`config.mk`:
```
export PLATFORM = sky130hd
export DESIGN_NAME = ahb_access_arbiter
export DESIGN_NICKNAME = d
export VERILOG_FILES = /design/src/rtl/ahb_access_arbiter_pkg.sv /design/src/rtl/ahb_access_arbiter.sv
export SDC_FILE = /design/constraint.sdc
export NUM_CORES = 1
export LEC_CHECK = 0
export CORE_ASPECT_RATIO = 0.75
export CORE_MARGIN = 2
export CORE_UTILIZATION = 44
export CTS_CLUSTER_SIZE = 10
export DETAILED_ROUTE_END_ITERATION = 8
export GPL_ROUTABILITY_DRIVEN = 0
export PLACE_DENSITY = 0.81
export SETUP_SLACK_MARGIN = 0.4
export SYNTH_ARGS = -nofsm -noshare
export SYNTH_HDL_FRONTEND = slang
export SYNTH_SLANG_ARGS = --single-unit
```
`constraint.sdc`:
```
create_clock -name clk -period 1.78 [get_ports clk]
set_input_delay 0.445 -clock clk [delete_from_list [all_inputs] [get_ports clk]]
set_output_delay 0.445 -clock clk [all_outputs]
set_load 0.02 [all_outputs]
```
`src/rtl/ahb_access_arbiter_pkg.sv`:
```
// Shared constants and types for the fetch/load-store AHB-lite access arbiter.
// Holds the AHB encodings, the FSM state encoding and the two-way round-robin pick.
package ahb_access_arbiter_pkg;

  localparam int WORD_WIDTH = 32;

  localparam logic [1:0] HTRANS_IDLE   = 2'b00;
  localparam logic [1:0] HTRANS_NONSEQ = 2'b10;
  localparam logic [2:0] HSIZE_WORD    = 3'b010;

  typedef enum logic [1:0] {
    ST_IDLE = 2'b00,
    ST_ADDR = 2'b01,
    ST_DATA = 2'b10
  } state_e;

  typedef enum logic {
    GRANT_IF  = 1'b0,
    GRANT_MEM = 1'b1
  } grant_e;

  typedef struct packed {
    logic [WORD_WIDTH-1:0] addr;
    logic [WORD_WIDTH-1:0] wdata;
    logic                  we;
    logic [2:0]            size;
  } xfer_t;

  // With both requesters eligible, the one that did not win last time gets the bus.
  function automatic grant_e pick_winner(input logic   if_elig,
                                         input logic   mem_elig,
                                         input grant_e last_grant);
    if (if_elig && mem_elig) begin
      return (last_grant == GRANT_IF) ? GRANT_MEM : GRANT_IF;
    end else if (mem_elig) begin
      return GRANT_MEM;
    end else begin
      return GRANT_IF;
    end
  endfunction

endpackage

```
`src/rtl/ahb_access_arbiter.sv`:
```
// Arbitrates instruction fetch and load/store onto one AHB-lite master port,
// one non-overlapped transfer at a time (address phase, then data phase).
module ahb_access_arbiter
  import ahb_access_arbiter_pkg::*;
(
  input  logic                  clk,
  input  logic                  rst_n,
  // fetch port
  input  logic                  if_req,
  input  logic [WORD_WIDTH-1:0] if_addr,
  output logic [WORD_WIDTH-1:0] if_rdata,
  output logic                  if_ack,
  output logic                  if_err,
  // load/store port
  input  logic                  mem_req,
  input  logic                  mem_we,
  input  logic [1:0]            mem_size,
  input  logic [WORD_WIDTH-1:0] mem_addr,
  input  logic [WORD_WIDTH-1:0] mem_wdata,
  output logic [WORD_WIDTH-1:0] mem_rdata,
  output logic                  mem_ack,
  output logic                  mem_err,
  // AHB-lite master
  output logic [WORD_WIDTH-1:0] haddr,
  output logic [WORD_WIDTH-1:0] hwdata,
  output logic [1:0]            htrans,
  output logic                  hwrite,
  output logic [2:0]            hsize,
  input  logic [WORD_WIDTH-1:0] hrdata,
  input  logic                  hready,
  input  logic                  hresp,
  // pipeline stall
  output logic                  ahb_bus_wait
);

  state_e                state_q;
  grant_e                owner_q;
  grant_e                last_grant_q;
  logic [WORD_WIDTH-1:0] wdata_q;
  logic [WORD_WIDTH-1:0] haddr_q;
  logic [WORD_WIDTH-1:0] hwdata_q;
  logic [1:0]            htrans_q;
  logic                  hwrite_q;
  logic [2:0]            hsize_q;
  logic [WORD_WIDTH-1:0] if_rdata_q;
  logic                  if_ack_q;
  logic                  if_err_q;
  logic [WORD_WIDTH-1:0] mem_rdata_q;
  logic                  mem_ack_q;
  logic                  mem_err_q;

  logic   if_elig;
  logic   mem_elig;
  logic   any_elig;
  grant_e winner_d;
  xfer_t  xfer_d;

  // A requester being acked this cycle still has req high; it must not be re-granted.
  always_comb begin
    if_elig  = if_req  && !if_ack_q;
    mem_elig = mem_req && !mem_ack_q;
    any_elig = if_elig || mem_elig;
    winner_d = pick_winner(if_elig, mem_elig, last_grant_q);
    xfer_d   = '0;
    if (winner_d == GRANT_MEM) begin
      xfer_d.addr  = mem_addr;
      xfer_d.wdata = mem_wdata;
      xfer_d.we    = mem_we;
      xfer_d.size  = {1'b0, mem_size};
    end else begin
      xfer_d.addr  = if_addr;
      xfer_d.wdata = '0;
      xfer_d.we    = 1'b0;
      xfer_d.size  = HSIZE_WORD;
    end
  end

  always_ff @(posedge clk or negedge rst_n) begin
    if (!rst_n) begin
      state_q      <= ST_IDLE;
      owner_q      <= GRANT_IF;
      last_grant_q <= GRANT_IF;
      wdata_q      <= '0;
      haddr_q      <= '0;
      hwdata_q     <= '0;
      htrans_q     <= HTRANS_IDLE;
      hwrite_q     <= 1'b0;
      hsize_q      <= HSIZE_WORD;
      if_rdata_q   <= '0;
      if_ack_q     <= 1'b0;
      if_err_q     <= 1'b0;
      mem_rdata_q  <= '0;
      mem_ack_q    <= 1'b0;
      mem_err_q    <= 1'b0;
    end else begin
      if_ack_q  <= 1'b0;
      if_err_q  <= 1'b0;
      mem_ack_q <= 1'b0;
      mem_err_q <= 1'b0;
      case (state_q)
        ST_IDLE: begin
          if (any_elig) begin
            state_q      <= ST_ADDR;
            owner_q      <= winner_d;
            last_grant_q <= winner_d;
            wdata_q      <= xfer_d.wdata;
            haddr_q      <= xfer_d.addr;
            hwrite_q     <= xfer_d.we;
            hsize_q      <= xfer_d.size;
            htrans_q     <= HTRANS_NONSEQ;
          end
        end
        ST_ADDR: begin
          if (hready) begin
            state_q  <= ST_DATA;
            htrans_q <= HTRANS_IDLE;
            hwdata_q <= wdata_q;
          end
        end
        ST_DATA: begin
          // An error response with hready low is just another wait state.
          if (hready) begin
            state_q <= ST_IDLE;
            if (owner_q == GRANT_MEM) begin
              mem_rdata_q <= hrdata;
              mem_ack_q   <= 1'b1;
              mem_err_q   <= hresp;
            end else begin
              if_rdata_q <= hrdata;
              if_ack_q   <= 1'b1;
              if_err_q   <= hresp;
            end
          end
        end
        default: begin
          state_q  <= ST_IDLE;
          htrans_q <= HTRANS_IDLE;
        end
      endcase
    end
  end

  assign haddr     = haddr_q;
  assign hwdata    = hwdata_q;
  assign htrans    = htrans_q;
  assign hwrite    = hwrite_q;
  assign hsize     = hsize_q;
  assign if_rdata  = if_rdata_q;
  assign if_ack    = if_ack_q;
  assign if_err    = if_err_q;
  assign mem_rdata = mem_rdata_q;
  assign mem_ack   = mem_ack_q;
  assign mem_err   = mem_err_q;

  assign ahb_bus_wait = (if_req && !if_ack_q) || (mem_req && !mem_ack_q);

endmodule

```
==> results of run 1 <==
state kept, by name (all words and copies together), names as in the netlist:
signal,cells
wdata_q,32
haddr,32
if_rdata,32
hsize,2
hwrite,1
htrans,1
mem_err,1
state_q,2
if_err,1
mem_rdata,32
hwdata,32
mem_ack,1
last_grant_q,1
if_ack,1
Yosys cell counts:
master,number,area share
nand3b_1,1,0.0011
nand2_2,1,0.00090
mux2_1,12,0.020
a21oi_1,64,0.046
buf_1,2,0.0011
a21o_1,1,0.0011
a211oi_1,1,0.0011
o22ai_1,1,0.00090
nor2b_1,1,0.00090
buf_6,8,0.013
nand2b_1,2,0.0018
o21ai_0,3,0.0022
nand3_1,34,0.025
clkbuf_1,3,0.0016
mux2_4,28,0.061
nor2_1,35,0.019
nor2b_4,1,0.0020
a2bb2oi_1,1,0.0013
inv_1,5,0.0027
nor3_1,1,0.00072
mux2_2,56,0.091
buf_2,20,0.014
buf_4,6,0.0065
dfrtp_1,170,0.61
clkbuf_2,1,0.00072
a21boi_2,1,0.0016
a211o_1,1,0.0013
conb_1,1,0.00054
nand2_1,104,0.056
nand3_4,1,0.0025
dfstp_2,1,0.0038
a21oi_2,1,0.0013
nor2_8,1,0.0029
worst min path at each step:
| stage | from | to | slack (ns) | cells after the start |
|---|---|---|---|---|
| floorplan | rst_n | haddr[0] | 0.15 | 0 |
| global placement | rst_n | hwdata[18] | 0.33 | 1 |
| detailed placement | rst_n | hwdata[18] | 0.35 | 1 |
| CTS | rst_n | haddr[25] | 0.47 | 2 |
| global route | rst_n | hwdata[18] | 0.48 | 2 |
| finish | wdata_q[15] | wdata_q[15] | 0.46 | 2 |
final cells by class:
type	instances	area [um2]	share of cell area
Timing Repair Buffer	404	4340	0.355
Sequential cell	171	4280	0.351
Multi-Input combinational cell	355	2760	0.226
Clock buffer	20	447	0.0366
Tap cell	205	256	0.0210
Clock inverter	12	115	0.00942
Inverter	5	18.8	0.00154
Antenna cell	1	2.50	0.000205
routing by layer:
metal,part of all wire,global-route usage
met2,0.52,0.433
met4,0.027,0.0838
met3,0.086,0.0976
met5,0,0
met1,0.37,0.289
power groups by stage:
stage	sequential [mW]	combinational (mW)	clock (mW)
floorplan	8.23	3.25	0
global placement	6.63	8.70	0
global route	7.31	12.9	3.84
finish	7.16	12.3	3.61
detailed placement	6.75	8.93	0
CTS	6.97	9.91	3.61
what timing repair did:
| action | in CTS | in global routing |
|---|---|---|
| endpoints found under the hold margin | 23 | 0 |
| pin swaps | 1 | 20 |
| hold buffers | 1 | 0 |
| buffers inserted | 38 | 49 |
| setup endpoints to repair | 301 | 301 |
| gates cloned | 1 | 16 |
| gates resized for setup | 828 | 91 |
critical path: stages, from the launching register on:
cell and delay [ns]:
dfrtp_2 0.41, nand2b_4 0.16, buf_6 0.13, a211o_4 0.42, buf_12 0.17, a21oi_2 0.14, a21oi_1 0.09
stage by stage:
step / setup WS (ns) / util
floorplan: 0.300 / -
global placement: -0.385 / 0.658
detailed placement: -0.385 / 0.658
CTS: 0.152 / 0.728
global route: 0.106 / 0.797
finish: 0.138 / 0.797
cells by family after synthesis:
family | after synthesis | synth area share
muxes | 96 | 0.171
and+or+nand+nor | 182 | 0.113
other | 1 | 0.000542
DFF | 171 | 0.618
buffers and inverters | 45 | 0.0401
AOI/OAI and AO/OA | 74 | 0.0569
==> run_results.csv, run 1 <==
group,metric,value,unit
power_and_ir_drop,p_int,14.4,mW
routing,initialDrtViolationCount,306,
worst_setup_path,endpoint,"haddr[18]",
floorplan,die_h,113,um
worst_setup_path,r2r.worst_path.cells,6,
synthesis,synth_area,6920,um2
power_and_ir_drop,power.density,1890,nW/um2
routing,drt_wl_total,26.0,mm
worst_setup_path,reg2reg_from,"if_ack",
layout,layout.cells.non_filler,1173,
global_routing,grt_pass1_wl,32.6,mm
clock_tree,cts_htree_levels,4,
power_and_ir_drop,max-vdd-ir-drop,1430,uV
timing,rsz0062_at_grt,"yes",
clock_tree,clockRootBuffer,"clkbuf_16",
power_and_ir_drop,p_comb_frac,0.533,
synthesis,synthCells,569,
timing,finalMaxSlewViolations,0,
global_routing,grt_max_degree,55,
place,place_inst,1035,
worst_setup_path,cp-startpoint,"if_ack",
layout,layout_common_cells,"dfrtp_1 (168), buf_6 (151), clkdlybuf4s50_1 (132)",
worst_setup_path,cp_max_fo,5,
worst_setup_path,cp.arrival,1.95,ns
place,dpl.hpwl,13.6,mm
routing,drc_errors,0,
global_routing,grt_use_total,0.251,
routing,wl_per_cell,22.2,um
global_routing,grt_antenna_before_repair,1,
power_and_ir_drop,finalPower,23.1,mW
power_and_ir_drop,power.switching,8.66,mW
clock_tree,clk_pin_slew,0.07,ns
job,cap_violations,0,
clock_tree,numClockSinks,171,
place,place_area,10100,um2
layout,fillCellCount,828,
timing,finalCriticalPeriod,1.64,ns
timing,timing.fmax,609,MHz
layout,design_area,12200,um2
timing,fin_hold_ws,0.462,ns
synthesis,seq_area_frac_synth,0.618,
layout,drive_gt1_frac,0.469,
timing,tns,0,ns
worst_setup_path,worstPathRequired,2.09,ns
synthesis,avgSynthCellArea,12.2,um2
worst_setup_path,path_class,"register to register",
clock_tree,cts_buffers,17,
layout,syn_to_final_growth,76.4,%
worst_setup_path,critPathLaunchType,"register",
power_and_ir_drop,clkPwrFrac,0.156,
clock_tree,cts_tree,"built",
routing,num_vias,6176,
routing,viasPerCell,5.27,
worst_hold_path,holdCritPathClass,"register to register",
worst_setup_path,critPathCaptureType,"register",
layout,layout.nets,1091,
status,status,"complete, no violations",
synthesis,yosys_warnings,0,
clock_tree,clockBufferDepth,2,
routing,firstDrtPassIters,4,
floorplan,die_area,16800,um2
global_routing,grt_pass1_vias,6246,
power_and_ir_drop,leakagePower,5.95,nW
timing,clock_skew,0.0103,ns
floorplan,core-area,15300,um2
timing,hold_violations,0,
routing,drtAntennaViolNets,0,
floorplan,rows,39,
power_and_ir_drop,seqPwrFrac,0.310,
floorplan,io_pins,276,
floorplan,initial_utilization,0.452,
synthesis,ys_ff_latch,171,
timing,fin_crit_sh,0.922,
worst_setup_path,rr_endpoint,"haddr[18]",
timing,setup_viol,0,
global_routing,grt_overflow,0,
place,io_buffer_count,273,
synthesis,synth_cell_types,33,
power_and_ir_drop,p_sw_frac,0.375,
floorplan,die-width,149,um
worst_setup_path,r2r_slack,0.14,ns
clock_tree,clk_latency,0.43,ns
layout,mostFrequentLayoutCell,"dfrtp_1",
No activity file was read; power rests on OpenSTA's default activity.
==> run 2, diff against run 1 <==
- CTS_CLUSTER_DIAMETER: default -> 150
- clock period: 1.78 -> 1.6 ns (I/O delays scaled with it)
==> run_results.csv, run 2 (synthesis gave the netlist of run 1 again) <==
group,metric,value,unit
clock_tree,clockRootBuffer,"clkbuf_16",
timing,worst_slack,-0.114,ns
timing,fin_crit_sh,1.07,
layout,finish.utilization,0.858,
floorplan,rows,39,
clock_tree,cts_htree_levels,4,
layout,layout_common_cells,"dfrtp_1 (168), buf_6 (154), clkdlybuf4s50_1 (132)",
timing,finalCriticalPeriod,1.71,ns
power_and_ir_drop,seqPwrFrac,0.289,
global_routing,grt_pass1_wl,34.5,mm
routing,wl_per_cell,24.1,um
power_and_ir_drop,max-vdd-ir-drop,1470,uV
routing,firstDrtPassIters,5,
global_routing,grt_max_degree,47,
layout,multi_input_area,3080,um2
routing,top_layer,"met4",
global_routing,grt_antenna_before_repair,1,
floorplan,initial_utilization,0.452,
global_routing,grt_use_total,0.270,
worst_setup_path,worstPathRequired,1.91,ns
clock_tree,cts_buffers,17,
floorplan,die_h,113,um
floorplan,die-width,149,um
routing,initialDrtViolationCount,576,
clock_tree,numClockSinks,171,
clock_tree,clk_pin_slew,0.07,ns
clock_tree,clk_latency,0.43,ns
place,io_buffer_count,273,
worst_setup_path,path_class,"register to register",
layout,syn_to_final_growth,90.0,%
routing,drtAntennaViolNets,0,
layout,design_area,13200,um2
timing,hold_violations,0,
worst_setup_path,cp.arrival,2.02,ns
worst_setup_path,critPathCaptureType,"register",
power_and_ir_drop,p_sw_frac,0.376,
clock_tree,cts_tree,"built",
worst_setup_path,critPathLaunchType,"register",
global_routing,grt_pass1_vias,6391,
power_and_ir_drop,p_comb_frac,0.552,
clock_tree,clockBufferDepth,2,
worst_setup_path,cp_max_fo,9,
power_and_ir_drop,clkPwrFrac,0.158,
place,place_area,10300,um2
layout,layout.cells.non_filler,1209,
timing,setup_viol,42,
place,place_inst,1041,
routing,wl_met2,14.3,mm
layout,mostFrequentLayoutCell,"dfrtp_1",
place,pre_cts_slack,-0.569,ns
status,status,"finished with violations",
layout,drive_gt1_frac,0.534,
routing,drt_wl_total,29.1,mm
layout,layout.nets,1127,
routing,wl_met3,3.03,mm
timing,timing.fmax,584,MHz
layout,fillCellCount,658,
routing,viasPerCell,5.46,
job,cap_violations,0,
power_and_ir_drop,p_int,17.4,mW
timing,fin_hold_ws,0.451,ns
routing,drt-met1-wl,10.5,mm
floorplan,io_pins,276,
worst_hold_path,holdCritPathClass,"input pin to asynchronous set/reset pin",
routing,drc_errors,0,
global_routing,grt_overflow,0,
timing,tns,-1.42,ns
floorplan,die_area,16800,um2
power_and_ir_drop,power.density,2120,nW/um2
floorplan,core-area,15300,um2
timing,finalMaxSlewViolations,0,
timing,rsz0062_at_grt,"yes",
layout,final-seq-area,4280,um2
routing,num_vias,6604,
timing,clock_skew,0.0122,ns
place,dpl.hpwl,14.2,mm
power_and_ir_drop,finalPower,27.8,mW
power_and_ir_drop,power.switching,10.5,mW
status,violations,"setup timing",
power_and_ir_drop,leakagePower,6.42,nW
-- run 2: changes by cell type in the layout (fill, tap and decap cells not counted), moves of 7 or more --
cell     previous run  this run
buf_4              90       105
nor2_1             35        27
nand2_2             3        14
nor2_2              0         8
mux2_2             37         3
mux2_4             59        93
buf_12             12        19
nand3_2             0        14
nand3_1            34        18
nand2_1            95        81
-- run 2: path summary, 6_finish.rpt --
path	from	end	slack (ns)	cells after the start
max	if_ack	haddr[31]	-0.11	7
min	rst_n	if_rdata[29]	0.45	2
max reg2reg	if_ack	haddr[31]	-0.11	7
min reg2reg	wdata_q[29]	wdata_q[29]	0.48	2
max in group asynchronous	rst_n	hsize[1]	0.55	3
min in group clk	wdata_q[29]	wdata_q[29]	0.48	2
-- run 2: cell type report --
class | count | share of cell area
repair buffers | 441 | 0.372
flip-flops and latches | 171 | 0.326
multi-input cells | 354 | 0.234
clock buffers | 18 | 0.0334
well taps | 205 | 0.0195
clock inverters | 14 | 0.0139
inverters | 5 | 0.00143
diodes | 1 | 0.000190
-- run 2: timing repair --
action,CTS,global route
endpoints found under the hold margin,31,0
gates resized for setup,856,139
setup endpoints to repair,303,305
pin swaps,6,29
buffers inserted,58,50
gates cloned,5,21
hold buffers,1,0
-- run 2: worst max-delay path, cell delays in order, from the launching register on --
cell,delay [ns]
dfrtp_2,0.40
nand2b_4,0.14
buf_6,0.11
a211o_4,0.39
buf_6,0.15
buf_16,0.14
a21oi_2,0.15
a21oi_1,0.11
-- run 2: power by group through the flow --
stage / sequential (mW) / clock (mW) / combinational, mW
after detailed placement: 7.55 / 0 / 10.3
after floorplan: 9.17 / 0 / 3.87
after global routing: 8.19 / 4.64 / 16.0
after CTS: 7.79 / 4.37 / 12.0
final: 8.05 / 4.41 / 15.4
after global placement: 7.40 / 0 / 9.98
-- run 2: routing by layer --
layer | vias to the layer above | track usage
li1 | 2752 | -
met1 | 3278 | 0.310
met2 | 460 | 0.469
met3 | 114 | 0.0996
met4 | 0 | 0.0902
met5 | - | 0
==> run 3, diff against run 2 <==
==> constraint.sdc (replaced) <==
create_clock -name clk -period 1.6 [get_ports clk]
set_input_delay 0.4 -clock clk [delete_from_list [all_inputs] [get_ports clk]]
set_output_delay 0.4 -clock clk [all_outputs]
set_load 0.005 [all_outputs]
==> run_results.csv, run 3 (synthesis gave the netlist of run 1 again) <==
group,metric,value,unit
layout,multi_input_area,3020,um2
timing,clock_skew,0.0145,ns
place,pre_cts_slack,-0.444,ns
worst_setup_path,critPathLaunchType,"register",
global_routing,grt_pass1_vias,6330,
worst_setup_path,worstPathRequired,1.97,ns
worst_setup_path,path_class,"register to register",
timing,rsz0062_at_grt,"yes",
routing,num_vias,6373,
routing,drt_wl_total,26.2,mm
place,dpl.hpwl,14.0,mm
floorplan,die-width,149,um
global_routing,grt_overflow,0,
worst_setup_path,path_buf_inv,4,
layout,fillCellCount,855,
floorplan,rows,39,
worst_setup_path,cp_max_fo,11,
routing,firstDrtPassIters,4,
layout,drive_gt1_frac,0.525,
floorplan,initial_utilization,0.452,
worst_setup_path,slowest_stage,"dfrtp_2",
layout,mostFrequentLayoutCell,"dfrtp_1",
clock_tree,clk_latency,0.43,ns
timing,timing.fmax,622,MHz
timing,fin_hold_ws,0.430,ns
routing,wl_per_cell,21.4,um
worst_setup_path,worstPathCellList,"buf_6 -> nor2_2 -> a21boi_4 -> buf_6 -> buf_4 -> buf_16 -> nand3_1 -> nand2_1",
clock_tree,cts_htree_levels,4,
worst_setup_path,cp.arrival,1.98,ns
worst_setup_path,cp_top_family,"buffers and inverters",
routing,drtAntennaViolNets,0,
layout,design_area,12300,um2
floorplan,die_area,16800,um2
status,status,"finished with violations",
power_and_ir_drop,leakagePower,6.16,nW
worst_setup_path,path_common_cell,"buf_6",
routing,initialDrtViolationCount,309,
global_routing,grt_pass1_wl,34.1,mm
worst_setup_path,reg2reg_from,"state_q[0]",
clock_tree,clockRootBuffer,"clkbuf_16",
floorplan,core-area,15300,um2
layout,finish.utilization,0.801,
floorplan,die_h,113,um
global_routing,grt_antenna_before_repair,1,
clock_tree,cts_buffers,17,
layout,final-seq-area,4280,um2
layout,layout_common_cells,"dfrtp_1 (168), clkdlybuf4s50_1 (132), buf_2 (131)",
timing,finalMaxSlewViolations,0,
status,violations,"setup timing",
layout,layout.nets,1144,
timing,hold_violations,0,
global_routing,grt_use_total,0.265,
clock_tree,cts_tree,"built",
worst_setup_path,critPathMaxStageDelay,0.46,ns
routing,drc_errors,0,
clock_tree,clockBufferDepth,2,
timing,worst_slack,-0.00895,ns
job,cap_violations,0,
power_and_ir_drop,max-vdd-ir-drop,1250,uV
timing,fin_crit_sh,1.01,
timing,setup_viol,1,
layout,syn_to_final_growth,77.3,%
clock_tree,numClockSinks,171,
place,io_buffer_count,273,
worst_hold_path,holdCritPathClass,"input pin to asynchronous set/reset pin",
worst_setup_path,r2r.worst_path.cells,8,
timing,tns,-0.00895,ns
timing,finalCriticalPeriod,1.61,ns
worst_setup_path,r2r_slack,-0.009,ns
routing,viasPerCell,5.20,
worst_setup_path,rr_endpoint,"wdata_q[20]",
floorplan,io_pins,276,
global_routing,grt_max_degree,59,
clock_tree,clk_pin_slew,0.07,ns
place,place_area,10300,um2
power_and_ir_drop,power.density,1880,nW/um2
worst_setup_path,critPathCaptureType,"register",
==> run 3: cell types whose count changed in the layout (fill, tap and decap cells not counted), moves of 7 or more <==
cell,delta
mux2_4,-25
buf_6,-131
nor2_2,-7
nand2_4,-7
a21oi_1,-9
buf_4,+24
nand2_1,+14
a21oi_4,+10
nand2_2,-7
nor2_1,+7
mux2_2,+20
buf_2,+131
==> run 3: per-stage QoR <==
stage	power, mW	std cells
after global placement	15.6	1033
final	23.1	1226
after floorplan	11.5	570
after detailed placement	16.1	1033
after global routing	24.1	1225
after CTS	20.1	1143
==> run 3: area by class of cell <==
type                            count  area share
Antenna cell                        1    0.000204
Clock buffer                       18      0.0350
Clock inverter                     14      0.0108
Inverter                            5     0.00153
Multi-Input combinational cell    354       0.246
Sequential cell                   171       0.349
Tap cell                          205      0.0209
Timing Repair Buffer              458       0.337
==> run 3: worst max-delay path by stage <==
stage                           from            to  slack [ns]  cells past startpoint
after floorplan           state_q[0]  if_rdata[12]        0.12                      6
after global placement        if_req  ahb_bus_wait       -0.44                      4
after detailed placement      if_req  ahb_bus_wait       -0.44                      4
after CTS                     if_ack  ahb_bus_wait        0.05                      3
after global routing      state_q[0]   wdata_q[20]       -0.03                      8
final                     state_q[0]   wdata_q[20]      -0.009                      8
==> run 3: per-layer routing <==
metal  up-vias  track usage  wire length (um)
met5         -            0                 0
met3        60       0.0744              2160
met2       345        0.458             13200
met4         0       0.0946               638
li1       2789            -                 -
met1      3179        0.320             10200
==> run 3: power breakdown <==
part | switching, mW | internal, mW | total, mW
logic | 4.84 | 6.64 | 11.5
registers | 1.21 | 6.31 | 7.52
clock network | 1.87 | 2.18 | 4.04
==> run 3: what timing repair did <==
item | 4_1_cts | 5_1_grt
pin swaps | 3 | 24
setup buffers | 71 | 62
endpoints found under the hold margin | 26 | 0
gates resized for setup | 568 | 103
cloned | 6 | 20
hold buffers | 1 | 0
endpoints found under the setup margin | 303 | 306
